File: config.mk
export PLATFORM = sky130hd
export DESIGN_NAME = multicycle_control_unit
export DESIGN_NICKNAME = d
export VERILOG_FILES = /design/src/rtl/control_unit_pkg.sv /design/src/rtl/cu_decoder.sv /design/src/rtl/multicycle_control_unit.sv
export SDC_FILE = /design/constraint.sdc
export NUM_CORES = 1
export LEC_CHECK = 0
export ABC_CLOCK_PERIOD_IN_PS = 2430
export BUFFER_PORTS_ARGS = -buffer_cell sky130_fd_sc_hd__buf_2
export CORE_MARGIN = 4
export CORE_UTILIZATION = 59
export CTS_BUF_LIST = sky130_fd_sc_hd__clkbuf_8
export DETAILED_ROUTE_END_ITERATION = 16
export HOLD_SLACK_MARGIN = 0.05
export PLACE_DENSITY = 0.9
export SLEW_MARGIN = 10
export SYNTH_ARGS = -nofsm -noshare
export SYNTH_HDL_FRONTEND = slang
export SYNTH_SLANG_ARGS = --single-unit
File: constraint.sdc
create_clock -name clk -period 2.43 [get_ports clk]
set_clock_uncertainty 0.15 [all_clocks]
set_input_delay 0.243 -clock clk [delete_from_list [all_inputs] [get_ports clk]]
set_output_delay 0.243 -clock clk [all_outputs]
set_load 0.005 [all_outputs]
File: src/rtl/control_unit_pkg.sv
// Shared types and encodings for the multi-cycle MIPS control unit.
// Opcode/func constants, ALU op codes, FSM states and the decode bundle.
package control_unit_pkg;

   localparam int ALU_W = 6;

   localparam logic [5:0] OP_RTYPE = 6'h00;
   localparam logic [5:0] OP_J     = 6'h02;
   localparam logic [5:0] OP_JAL   = 6'h03;
   localparam logic [5:0] OP_BEQ   = 6'h04;
   localparam logic [5:0] OP_BNE   = 6'h05;
   localparam logic [5:0] OP_BLEZ  = 6'h06;
   localparam logic [5:0] OP_BGTZ  = 6'h07;
   localparam logic [5:0] OP_ADDI  = 6'h08;
   localparam logic [5:0] OP_ADDIU = 6'h09;
   localparam logic [5:0] OP_SLTI  = 6'h0A;
   localparam logic [5:0] OP_SLTIU = 6'h0B;
   localparam logic [5:0] OP_ANDI  = 6'h0C;
   localparam logic [5:0] OP_ORI   = 6'h0D;
   localparam logic [5:0] OP_XORI  = 6'h0E;
   localparam logic [5:0] OP_LUI   = 6'h0F;
   localparam logic [5:0] OP_LW    = 6'h23;
   localparam logic [5:0] OP_SW    = 6'h2B;

   localparam logic [5:0] FN_SLL     = 6'h00;
   localparam logic [5:0] FN_SRL     = 6'h02;
   localparam logic [5:0] FN_SRA     = 6'h03;
   localparam logic [5:0] FN_JR      = 6'h08;
   localparam logic [5:0] FN_SYSCALL = 6'h0C;
   localparam logic [5:0] FN_MULT    = 6'h18;
   localparam logic [5:0] FN_MULTU   = 6'h19;
   localparam logic [5:0] FN_DIV     = 6'h1A;
   localparam logic [5:0] FN_DIVU    = 6'h1B;
   localparam logic [5:0] FN_ADD     = 6'h20;
   localparam logic [5:0] FN_ADDU    = 6'h21;
   localparam logic [5:0] FN_SUB     = 6'h22;
   localparam logic [5:0] FN_SUBU    = 6'h23;
   localparam logic [5:0] FN_AND     = 6'h24;
   localparam logic [5:0] FN_OR      = 6'h25;
   localparam logic [5:0] FN_XOR     = 6'h26;
   localparam logic [5:0] FN_NOR     = 6'h27;
   localparam logic [5:0] FN_SLT     = 6'h2A;
   localparam logic [5:0] FN_SLTU    = 6'h2B;

   localparam logic [ALU_W-1:0] ALU_ADD   = 6'd0;
   localparam logic [ALU_W-1:0] ALU_SUB   = 6'd1;
   localparam logic [ALU_W-1:0] ALU_AND   = 6'd2;
   localparam logic [ALU_W-1:0] ALU_OR    = 6'd3;
   localparam logic [ALU_W-1:0] ALU_XOR   = 6'd4;
   localparam logic [ALU_W-1:0] ALU_NOR   = 6'd5;
   localparam logic [ALU_W-1:0] ALU_SLT   = 6'd6;
   localparam logic [ALU_W-1:0] ALU_SLTU  = 6'd7;
   localparam logic [ALU_W-1:0] ALU_SLL   = 6'd8;
   localparam logic [ALU_W-1:0] ALU_SRL   = 6'd9;
   localparam logic [ALU_W-1:0] ALU_SRA   = 6'd10;
   localparam logic [ALU_W-1:0] ALU_LUI   = 6'd11;
   localparam logic [ALU_W-1:0] ALU_MULT  = 6'd12;
   localparam logic [ALU_W-1:0] ALU_MULTU = 6'd13;
   localparam logic [ALU_W-1:0] ALU_DIV   = 6'd14;
   localparam logic [ALU_W-1:0] ALU_DIVU  = 6'd15;

   typedef enum logic [2:0] {
      FETCH, DECODE, EXEC, MEM, MULDIV, WB, HALT, TRAP
   } state_t;

   typedef enum logic [3:0] {
      CLS_RALU, CLS_IALU, CLS_LOAD, CLS_STORE,
      CLS_MULDIV, CLS_BRANCH, CLS_JUMP, CLS_JR,
      CLS_JAL, CLS_SYSCALL, CLS_ILLEGAL
   } instr_class_t;

   typedef struct packed {
      logic             reg_dest;
      logic             link;
      logic             jump;
      logic             jump_reg;
      logic             branch;
      logic             mem_to_reg;
      logic             alu_src;
      logic [ALU_W-1:0] alu_op;
   } ctrl_bundle_t;

   // Sequencing class of an instruction word; anything unlisted traps.
   function automatic instr_class_t classify(
      input logic [5:0] op,
      input logic [5:0] fn
   );
      instr_class_t c;
      c = CLS_ILLEGAL;
      unique case (op)
         OP_RTYPE: begin
            unique case (fn)
               FN_SLL, FN_SRL, FN_SRA,
               FN_ADD, FN_ADDU, FN_SUB, FN_SUBU,
               FN_AND, FN_OR, FN_XOR, FN_NOR,
               FN_SLT, FN_SLTU:  c = CLS_RALU;
               FN_JR:            c = CLS_JR;
               FN_SYSCALL:       c = CLS_SYSCALL;
               FN_MULT, FN_MULTU,
               FN_DIV, FN_DIVU:  c = CLS_MULDIV;
               default:          c = CLS_ILLEGAL;
            endcase
         end
         OP_J:    c = CLS_JUMP;
         OP_JAL:  c = CLS_JAL;
         OP_BEQ, OP_BNE,
         OP_BLEZ, OP_BGTZ: c = CLS_BRANCH;
         OP_ADDI, OP_ADDIU, OP_SLTI, OP_SLTIU,
         OP_ANDI, OP_ORI, OP_XORI, OP_LUI:
                  c = CLS_IALU;
         OP_LW:   c = CLS_LOAD;
         OP_SW:   c = CLS_STORE;
         default: c = CLS_ILLEGAL;
      endcase
      return c;
   endfunction

endpackage

File: src/rtl/cu_decoder.sv
// Combinational decode of the latched opcode/func into a class and
// the datapath mux bundle; the FSM decides when each field is live.
module cu_decoder
   import control_unit_pkg::*;
(
   input  logic [5:0]   opcode,
   input  logic [5:0]   func,
   output instr_class_t cls,
   output ctrl_bundle_t ctrl
);

   // Class, mux selects and ALU operation for the held instruction.
   always_comb begin
      cls             = classify(opcode, func);
      ctrl            = '0;
      ctrl.reg_dest   = (cls == CLS_RALU);
      ctrl.link       = (cls == CLS_JAL);
      ctrl.jump       = (cls inside {CLS_JUMP, CLS_JR, CLS_JAL});
      ctrl.jump_reg   = (cls == CLS_JR);
      ctrl.branch     = (cls == CLS_BRANCH);
      ctrl.mem_to_reg = (cls == CLS_LOAD);
      ctrl.alu_src    = (cls inside {CLS_IALU, CLS_LOAD, CLS_STORE});
      ctrl.alu_op     = ALU_ADD;
      unique case (opcode)
         OP_RTYPE: begin
            unique case (func)
               FN_SUB, FN_SUBU: ctrl.alu_op = ALU_SUB;
               FN_AND:          ctrl.alu_op = ALU_AND;
               FN_OR:           ctrl.alu_op = ALU_OR;
               FN_XOR:          ctrl.alu_op = ALU_XOR;
               FN_NOR:          ctrl.alu_op = ALU_NOR;
               FN_SLT:          ctrl.alu_op = ALU_SLT;
               FN_SLTU:         ctrl.alu_op = ALU_SLTU;
               FN_SLL:          ctrl.alu_op = ALU_SLL;
               FN_SRL:          ctrl.alu_op = ALU_SRL;
               FN_SRA:          ctrl.alu_op = ALU_SRA;
               FN_MULT:         ctrl.alu_op = ALU_MULT;
               FN_MULTU:        ctrl.alu_op = ALU_MULTU;
               FN_DIV:          ctrl.alu_op = ALU_DIV;
               FN_DIVU:         ctrl.alu_op = ALU_DIVU;
               default:         ctrl.alu_op = ALU_ADD;
            endcase
         end
         OP_BEQ, OP_BNE,
         OP_BLEZ, OP_BGTZ: ctrl.alu_op = ALU_SUB;
         OP_SLTI:  ctrl.alu_op = ALU_SLT;
         OP_SLTIU: ctrl.alu_op = ALU_SLTU;
         OP_ANDI:  ctrl.alu_op = ALU_AND;
         OP_ORI:   ctrl.alu_op = ALU_OR;
         OP_XORI:  ctrl.alu_op = ALU_XOR;
         OP_LUI:   ctrl.alu_op = ALU_LUI;
         default:  ctrl.alu_op = ALU_ADD;
      endcase
   end

endmodule

File: src/rtl/multicycle_control_unit.sv
// Multi-cycle MIPS sequencer: FETCH/DECODE/EXEC/MEM/MULDIV/WB with
// memory-ready stalls, a MULT/DIV wait counter and sticky halt/trap.
module multicycle_control_unit
   import control_unit_pkg::*;
#(
   parameter int ALUOP_W       = 6,
   parameter int MULDIV_CYCLES = 32
) (
   input  logic               clk,
   input  logic               rst,
   input  logic [5:0]         opcode,
   input  logic [5:0]         func,
   input  logic               mem_ready,
   output logic               pc_write,
   output logic               ir_write,
   output logic               inst_read,
   output logic               reg_dest,
   output logic               link,
   output logic               jump,
   output logic               jump_reg,
   output logic               branch,
   output logic               mem_to_reg,
   output logic               alu_src,
   output logic [ALUOP_W-1:0] alu_op,
   output logic               mem_read,
   output logic               mem_write,
   output logic               reg_write,
   output logic               muldiv_start,
   output logic               halted,
   output logic               illegal_instr
);

   localparam logic [7:0] CNT_LAST = 8'(MULDIV_CYCLES);

   state_t       state_q, state_d;
   logic [5:0]   op_q, op_d;
   logic [5:0]   fn_q, fn_d;
   logic [7:0]   cnt_q, cnt_d;
   logic         halted_q, halted_d;
   logic         illegal_q, illegal_d;
   instr_class_t cls;
   instr_class_t live_cls;
   ctrl_bundle_t ctrl;

   cu_decoder u_dec (
      .opcode (op_q),
      .func   (fn_q),
      .cls    (cls),
      .ctrl   (ctrl)
   );

   // Only the HALT/TRAP exit from DECODE needs the incoming word.
   assign live_cls = classify(opcode, func);

   // Next state, instruction latch, MULT/DIV counter and sticky flags.
   always_comb begin
      state_d   = state_q;
      op_d      = op_q;
      fn_d      = fn_q;
      cnt_d     = cnt_q;
      halted_d  = halted_q;
      illegal_d = illegal_q;
      unique case (state_q)
         FETCH: begin
            if (mem_ready) state_d = DECODE;
         end
         DECODE: begin
            op_d = opcode;
            fn_d = func;
            unique case (live_cls)
               CLS_SYSCALL: begin
                  state_d  = HALT;
                  halted_d = 1'b1;
               end
               CLS_ILLEGAL: begin
                  state_d   = TRAP;
                  illegal_d = 1'b1;
               end
               default: state_d = EXEC;
            endcase
         end
         EXEC: begin
            unique case (cls)
               CLS_RALU, CLS_IALU:  state_d = WB;
               CLS_LOAD, CLS_STORE: state_d = MEM;
               CLS_MULDIV: begin
                  state_d = MULDIV;
                  cnt_d   = 8'd1;
               end
               default: state_d = FETCH;
            endcase
         end
         MEM: begin
            if (mem_ready)
               state_d = (cls == CLS_LOAD) ? WB : FETCH;
         end
         MULDIV: begin
            if (cnt_q == CNT_LAST) begin
               cnt_d   = '0;
               state_d = WB;
            end else begin
               cnt_d = cnt_q + 8'd1;
            end
         end
         WB:      state_d = FETCH;
         default: state_d = state_q;
      endcase
   end

   // State registers; reset aborts any instruction in flight.
   always_ff @(posedge clk) begin
      if (rst) begin
         state_q   <= FETCH;
         op_q      <= '0;
         fn_q      <= '0;
         cnt_q     <= '0;
         halted_q  <= 1'b0;
         illegal_q <= 1'b0;
      end else begin
         state_q   <= state_d;
         op_q      <= op_d;
         fn_q      <= fn_d;
         cnt_q     <= cnt_d;
         halted_q  <= halted_d;
         illegal_q <= illegal_d;
      end
   end

   // Strobes per state; held low while rst so nothing half-completes.
   always_comb begin
      pc_write     = 1'b0;
      ir_write     = 1'b0;
      inst_read    = 1'b0;
      reg_dest     = 1'b0;
      link         = 1'b0;
      jump         = 1'b0;
      jump_reg     = 1'b0;
      branch       = 1'b0;
      mem_to_reg   = 1'b0;
      alu_src      = 1'b0;
      alu_op       = ALUOP_W'(ALU_ADD);
      mem_read     = 1'b0;
      mem_write    = 1'b0;
      reg_write    = 1'b0;
      muldiv_start = 1'b0;
      if (!rst) begin
         unique case (state_q)
            FETCH: begin
               inst_read = 1'b1;
               ir_write  = mem_ready;
            end
            EXEC: begin
               alu_op       = ALUOP_W'(ctrl.alu_op);
               alu_src      = ctrl.alu_src;
               reg_dest     = ctrl.reg_dest;
               jump         = ctrl.jump;
               jump_reg     = ctrl.jump_reg;
               link         = ctrl.link;
               branch       = ctrl.branch;
               pc_write     = ctrl.jump | ctrl.branch;
               reg_write    = ctrl.link;
               muldiv_start = (cls == CLS_MULDIV);
            end
            MEM: begin
               alu_op    = ALUOP_W'(ctrl.alu_op);
               alu_src   = ctrl.alu_src;
               mem_read  = (cls == CLS_LOAD);
               mem_write = (cls == CLS_STORE);
               pc_write  = (cls == CLS_STORE) & mem_ready;
            end
            MULDIV: begin
               alu_op = ALUOP_W'(ctrl.alu_op);
            end
            WB: begin
               alu_op     = ALUOP_W'(ctrl.alu_op);
               alu_src    = ctrl.alu_src;
               reg_dest   = ctrl.reg_dest;
               mem_to_reg = ctrl.mem_to_reg;
               reg_write  = 1'b1;
               pc_write   = 1'b1;
            end
            default: ;
         endcase
      end
   end

   assign halted        = halted_q;
   assign illegal_instr = illegal_q;

endmodule

Yosys cells after proc, flatten, opt, wreduce, memory -nomap -nowiden
Memory sizes are Yosys's and may differ from the RTL's. A register that Yosys moved wholly into a read port is not among the register bits.
Cells that the tools add are included.
{"block": "totals", "register_bits": 25, "romBits": 768, "input_bits": 15, "output_inout_bits": 22, "word_cells": 132, "memories": 3}
{"block": "op_classes", "addsub": 1, "n_eq_ne": 52, "n_mux": 47, "bitwise_logic": 2, "reduce_logical": 21}
{"name": "(name not given)", "depth": 64, "width": 4, "read_ports": 1, "rd_clocked_by_memory_dff": 0, "wr": 0, "line": "control_unit_pkg.sv:92", "source": "unique case (fn)"}
{"name": "(name not given)", "depth": 64, "width": 4, "read_ports": 1, "rd_clocked_by_memory_dff": 1, "wr": 0, "line": "control_unit_pkg.sv:92"}
{"name": "(name not given)", "depth": 64, "width": 4, "read_ports": 1, "rd_clocked_by_memory_dff": 1, "wr": 0, "line": "cu_decoder.sv:26", "source": "unique case (func)"}
{"cell": "6-bit by 4-bit == test with 1-bit output, second input constant", "n": 16}
{"cell": "4-bit one-hot mux with 7 select lines", "n": 2}
{"cell": "6-bit by 3-bit == test with 1-bit output, second input constant", "n": 8}
{"cell": "6-bit one-hot mux with 8 select lines", "n": 1}
{"cell": "6-bit 2-to-1 mux", "n": 6}
{"cell": "1-bit 2-to-1 mux", "n": 26}
{"cell": "6-bit by 2-bit == test with 1-bit output, second input constant", "n": 4}
{"cell": "6-bit == test, second input constant", "n": 4}
{"cell": "3-bit one-hot mux with 6 select lines", "n": 1}
{"cell": "4-bit by 3-bit == test with 1-bit output, second input constant", "n": 4}
{"cell": "8-bit 2-to-1 mux", "n": 2}
{"cell": "8-bit one-hot mux with 2 select lines", "n": 1}
{"cell": "8-bit OR reduction", "n": 2}
{"cell": "4-bit == test, second input constant", "n": 3}
{"cell": "6-bit logical NOT", "n": 2}
{"cell": "3-bit 2-to-1 mux", "n": 4}
{"cell": "4-bit OR reduction", "n": 3}
{"cell": "3-bit one-hot mux with 3 select lines", "n": 1}
{"cell": "8-bit by 1-bit adder with 8-bit output, second input constant", "n": 1}
{"cell": "4-bit by 2-bit == test with 1-bit output, second input constant", "n": 2}
{"cell": "8-bit by 6-bit == test with 1-bit output, second input constant", "n": 1}
{"cell": "2-bit != test, second input constant", "n": 4}
{"cell": "3-bit by 2-bit == test with 1-bit output, second input constant", "n": 2}
{"cell": "3-bit == test, second input constant", "n": 2}
{"cell": "16 further kinds", "n": 21}

Logic depth before layout (Yosys ltp)
{"block": "depth", "word_depth": 8, "depth_mapped": 8, "ltp_nobuf": 8}

Modules after synthesis
Synthesis repeated with hierarchy kept, for this count alone.
{"block": "unflattened", "cells_unflattened": 318, "hier_area_um2": 2179.6}
{"module": "multicycle_control_unit", "n_inst": 1, "cells_per_inst": 229, "area_each_um2": 1631.6, "seq_area_each_um2": 500.5}
{"module": "cu_decoder", "n_inst": 1, "cells_per_inst": 89, "area_each_um2": 548.0, "seq_area_each_um2": 0.0}

Worst setup path before layout
No wires, ideal clock.
{"block": "synth_path", "kind": "flip-flop to flip-flop", "from": "register op_q[0]", "to": "register state_q[0]", "setup_time_ns": 0.088, "t_arrival_ns": 1.967, "t_required_ns": 2.192, "path_slack_ns": 0.225, "path_stages_with_launch": 7, "n_path_buf": 0, "period_less_slack_ns": 2.205, "cell_sequence": "dfxtp_1 or3_1 a2111oi_2 a21oi_1 or4_1 o2111a_1 a311oi_2"}
{"block": "synth_between", "elab_chain_cells": 7, "word_cells_on_any_way": 31, "classes_between": "eq/ne (20); mux (5); reduce/logical (6)"}
{"item": "from (decl)", "line": "multicycle_control_unit.sv:36", "source": "logic [5:0] op_q, op_d;"}
{"item": "from (signal assigned)", "line": "multicycle_control_unit.sv:121", "source": "op_q <= op_d;"}
{"item": "6-bit by 4-bit == test with 1-bit output / 6-bit by 3-bit == test with 1-bit output (equally long branches)", "line": "control_unit_pkg.sv:90", "source": "unique case (op)"}
{"item": "8-bit OR reduction / 4-bit OR reduction (equally long branches)", "line": "control_unit_pkg.sv:90"}
{"item": "4-bit one-hot mux with 7 select lines *", "line": "control_unit_pkg.sv:90"}
{"item": "4-bit by 2-bit == test with 1-bit output (tied with other cells)", "line": "multicycle_control_unit.sv:83, multicycle_control_unit.sv:95"}
{"item": "2-bit OR reduction / 3-bit 2-to-1 mux (equally long branches)", "line": "multicycle_control_unit.sv:83, multicycle_control_unit.sv:95"}
{"item": "3-bit one-hot mux with 3 select lines / 3-bit 2-to-1 mux (equally long branches)", "line": "multicycle_control_unit.sv:83, multicycle_control_unit.sv:94"}
{"item": "3-bit one-hot mux with 6 select lines *", "line": "multicycle_control_unit.sv:63", "source": "unique case (state_q)"}
{"item": "to (signal assigned)", "line": "multicycle_control_unit.sv:120", "source": "state_q <= state_d;"}
{"item": "to (decl)", "line": "multicycle_control_unit.sv:35", "source": "state_t state_q, state_d;"}
Mark *: on every way between the ends. The rest lies on a longest branch, timed or not. The select of a mux whose other input is x is not followed.
A chain may end at the register's enable or synchronous reset.

Final worst setup path
{"block": "layout_path", "from": "register op_q[3]", "to": "output reg_write"}
{"block": "layout_between", "elab_chain_cells": 6, "word_cells_on_any_way": 23, "classes_between": "eq/ne (17); mux (3); reduce/logical (3)"}
{"item": "6-bit by 4-bit == test with 1-bit output / 6-bit by 3-bit == test with 1-bit output (equally long branches)", "line": "control_unit_pkg.sv:90"}
{"item": "8-bit OR reduction / 4-bit OR reduction (equally long branches)", "line": "control_unit_pkg.sv:90"}
{"item": "4-bit one-hot mux with 7 select lines *", "line": "control_unit_pkg.sv:90"}
{"item": "4-bit == test *", "line": "cu_decoder.sv:17", "source": "ctrl.link = (cls == CLS_JAL);"}
{"item": "1-bit one-hot mux with 2 select lines *", "line": "multicycle_control_unit.sv:147", "source": "unique case (state_q)"}
{"item": "1-bit 2-to-1 mux *", "line": "multicycle_control_unit.sv:146", "source": "if (!rst) begin"}
{"item": "to (decl)", "line": "multicycle_control_unit.sv:27", "source": "output logic reg_write,"}
Mark *: on every way between the ends. The rest lies on a longest branch, timed or not.

==> reports/results.ini <==
[status]
outcome = finished, violations left
violations = setup timing

[power]
finalPower_uw = 2800
clockPowerShare = 0.191
seq_power_share = 0.257
peakVddDrop_uv = 564
power_density_mw_per_mm2 = 929
swShare = 0.421
comb_power_share = 0.552
p_int_uw = 1620
p_leak_uw = 0.00117
power.switching_uw = 1180

[sta]
finalSetupViolations = 15
whs_ps = 93.6
fmax_mhz = 381
worstMarginPinSlew_ps = 640
fin_ws_ps = -193
rsz0062_at_grt = true
relSlewSlack = 0.570
final_max_slew_viol_count = 0
hold_viol_final = 0
fin_crit_ps = 2620
min_period_over_period = 1.08
finalSetupTns_ps = -1400

[critical_path]
crit_type = flip-flop to output port
worst-path-max-fanout = 8
rr_startpoint = op_q[3]$_SDFFE_PP0P_
rr_worst_depth = 8
start_kind = flip-flop
worstPathRequired_ps = 2040
endpoint_kind = output port
rrSetupSlack_ps = -80
r2r-end = state_q[2]$_SDFFE_PP0P_
cp.arrival_ps = 2230

[global_route]
gr-total-overflow = 0
grt.met1_usage = 0.320
top_usage_layer = met2
antenna_found_initial = 0
first_global_vias = 2539
grt_max_degree = 24
use_met2 = 0.494
track_usage = 0.279
grt_pass1_wl_mm = 11.6
met3_usage = 0.0483

[worst_hold_path]
hold_start = opcode[4]
min_path_type = primary input to flip-flop
holdPathEnd = op_q[4]$_SDFFE_PP0P_
hold_depth = 3

[placed_design]
globalplace.congestion = 0.866
pre_cts_slack_ps = 101
port_buffers = 34
dpl.hpwl_mm = 4.49

[floorplan]
num_rows = 22
design.portCount = 37
die_w_microns = 70.7
start_util = 0.623
dieArea_sq_mm = 0.00499
die_y_microns = 70.7
core-area_sq_mm = 0.00372

[finish]
regArea_sq_um = 671
mostFrequentLayoutCell = buf_2
n_antenna_cell = 0
drive_gt1_frac = 0.307
fillers = 225
syn2layout_area_growth_pct = 30.0
multi_input_area_sq_mm = 0.00171
utilization = 0.810
most-common-layout-cells = buf_2, nand2_1, nor2_1, dfxtp_1, a21oi_1
layout.nets = 378

[clock_tree]
cts_sinks = 33
cts_tree = built
cts_made_buffers = 5
clkSlewWorstSetupHoldPaths_ps = 70
htree_levels = 2
clockBufferDepth = 2
cts-root-buf = clkbuf_8
clk_latency_ps = 290

[logic_synthesis]
synth_edf_count = 0
yosysWarnings = 0
syn_inst = 311
avgSynthCellArea_sq_um = 7.45
yosysSeqAreaShare = 0.285
synth_ff_type = dfxtp_1
syn-cell-area_sq_mm = 0.00232
synth-seq-cells = 33
synth_cell_types = 66
synth_async_sr_flop_share = 0

[run]
maxCapViolations = 0

[routing]
firstDrtPassIters = 5
vias = 2894
ant_nets = 0
routed_wl_mm = 8.12
routedWlPerCell_microns = 19.9
drc_errors = 0
drtIter0Drc = 395
avgViaCountPerCell = 7.08

-- timing repair --
action                                 CTS  global route
hold buffers                             0             0
endpoints found under the hold margin    0             0
gates resized for setup                 22            27
setup buffers                            5             3
setup endpoints to repair               12            16
pin swaps                                7             8
-- area by class of cell --
| class | instances | area share |
|---|---|---|
| inverter | 11 | 0.0137 |
| clock buffer | 6 | 0.0274 |
| clock inverter | 2 | 0.0112 |
| multi-input combinational | 247 | 0.568 |
| tap | 48 | 0.0199 |
| sequential | 33 | 0.223 |
| timing repair buffer | 62 | 0.137 |
-- critical path, stage by stage, from the launching register on --
cell and delay [ps]:
dfxtp_4 360, or3_4 410, a2111oi_4 360, a21oi_2 80, buf_6 160, and3_4 180
nand2_1 150, a21oi_1 100, buf_2 130
-- routing by layer --
layer / up-vias / wire [microns] / share of wire
li1: 1257 / - / -
met1: 1362 / 2960 / 0.36
met2: 217 / 4050 / 0.50
met3: 58 / 632 / 0.078
met4: 0 / 486 / 0.060
met5: - / 0 / 0
-- worst max path at each step --
stage	from	endpoint	slack [ps]
after floorplan	op_q[0]$_SDFFE_PP0P_	state_q[0]$_SDFFE_PP0P_	220
after global placement	op_q[0]$_SDFFE_PP0P_	alu_src	140
after detailed placement	op_q[0]$_SDFFE_PP0P_	pc_write	100
after CTS	op_q[3]$_SDFFE_PP0P_	pc_write	-120
after global routing	op_q[3]$_SDFFE_PP0P_	link	-240
final	op_q[3]$_SDFFE_PP0P_	reg_write	-190
-- logic make-up (layout without fill, tap and decap cells) --
logic type | Yosys count | count (layout) | share of synthesized area
buffers and inverters | 32 | 81 | 0.0583
adder cells (fa/ha/maj) | 3 | 3 | 0.0162
other | 1 | 2 | 0.00162
AND/OR/NAND/NOR | 134 | 134 | 0.304
XOR/XNOR | 2 | 2 | 0.00756
multiplexers | 8 | 8 | 0.0346
flip-flops | 33 | 33 | 0.285
AO/OA/AOI/OAI | 98 | 98 | 0.292
-- synth_stat cells, drive strengths merged (7+ instances only) --
master | n | area, sq um
a211oi | 11 | 82.6
a21oi | 34 | 174
buf | 8 | 45.0
clkbuf | 13 | 48.8
dfxtp | 33 | 661
inv | 11 | 41.3
mux2i | 8 | 80.1
nand2 | 33 | 124
nand3 | 7 | 35.0
nor2 | 31 | 116
nor3 | 12 | 60.1
o21ai | 13 | 65.1
-- stage by stage --
step	cells	area, sq um
after floorplan	312	2320
after global placement	393	2620
after detailed placement	393	2620
after CTS	406	2860
after global routing	409	3010
final	409	3010
-- power by group through the flow --
| stage | clock network, uW | registers (uW) | logic, uW |
|---|---|---|---|
| 2_1_floorplan | 0 | 684 | 779 |
| 3_3_place_gp | 0 | 699 | 1070 |
| 3_5_place_dp | 0 | 704 | 1100 |
| 4_1_cts | 530 | 697 | 1250 |
| 5_1_grt | 551 | 726 | 1650 |
| 6_report | 534 | 720 | 1540 |
No activity file was read; power rests on OpenSTA's default activity.
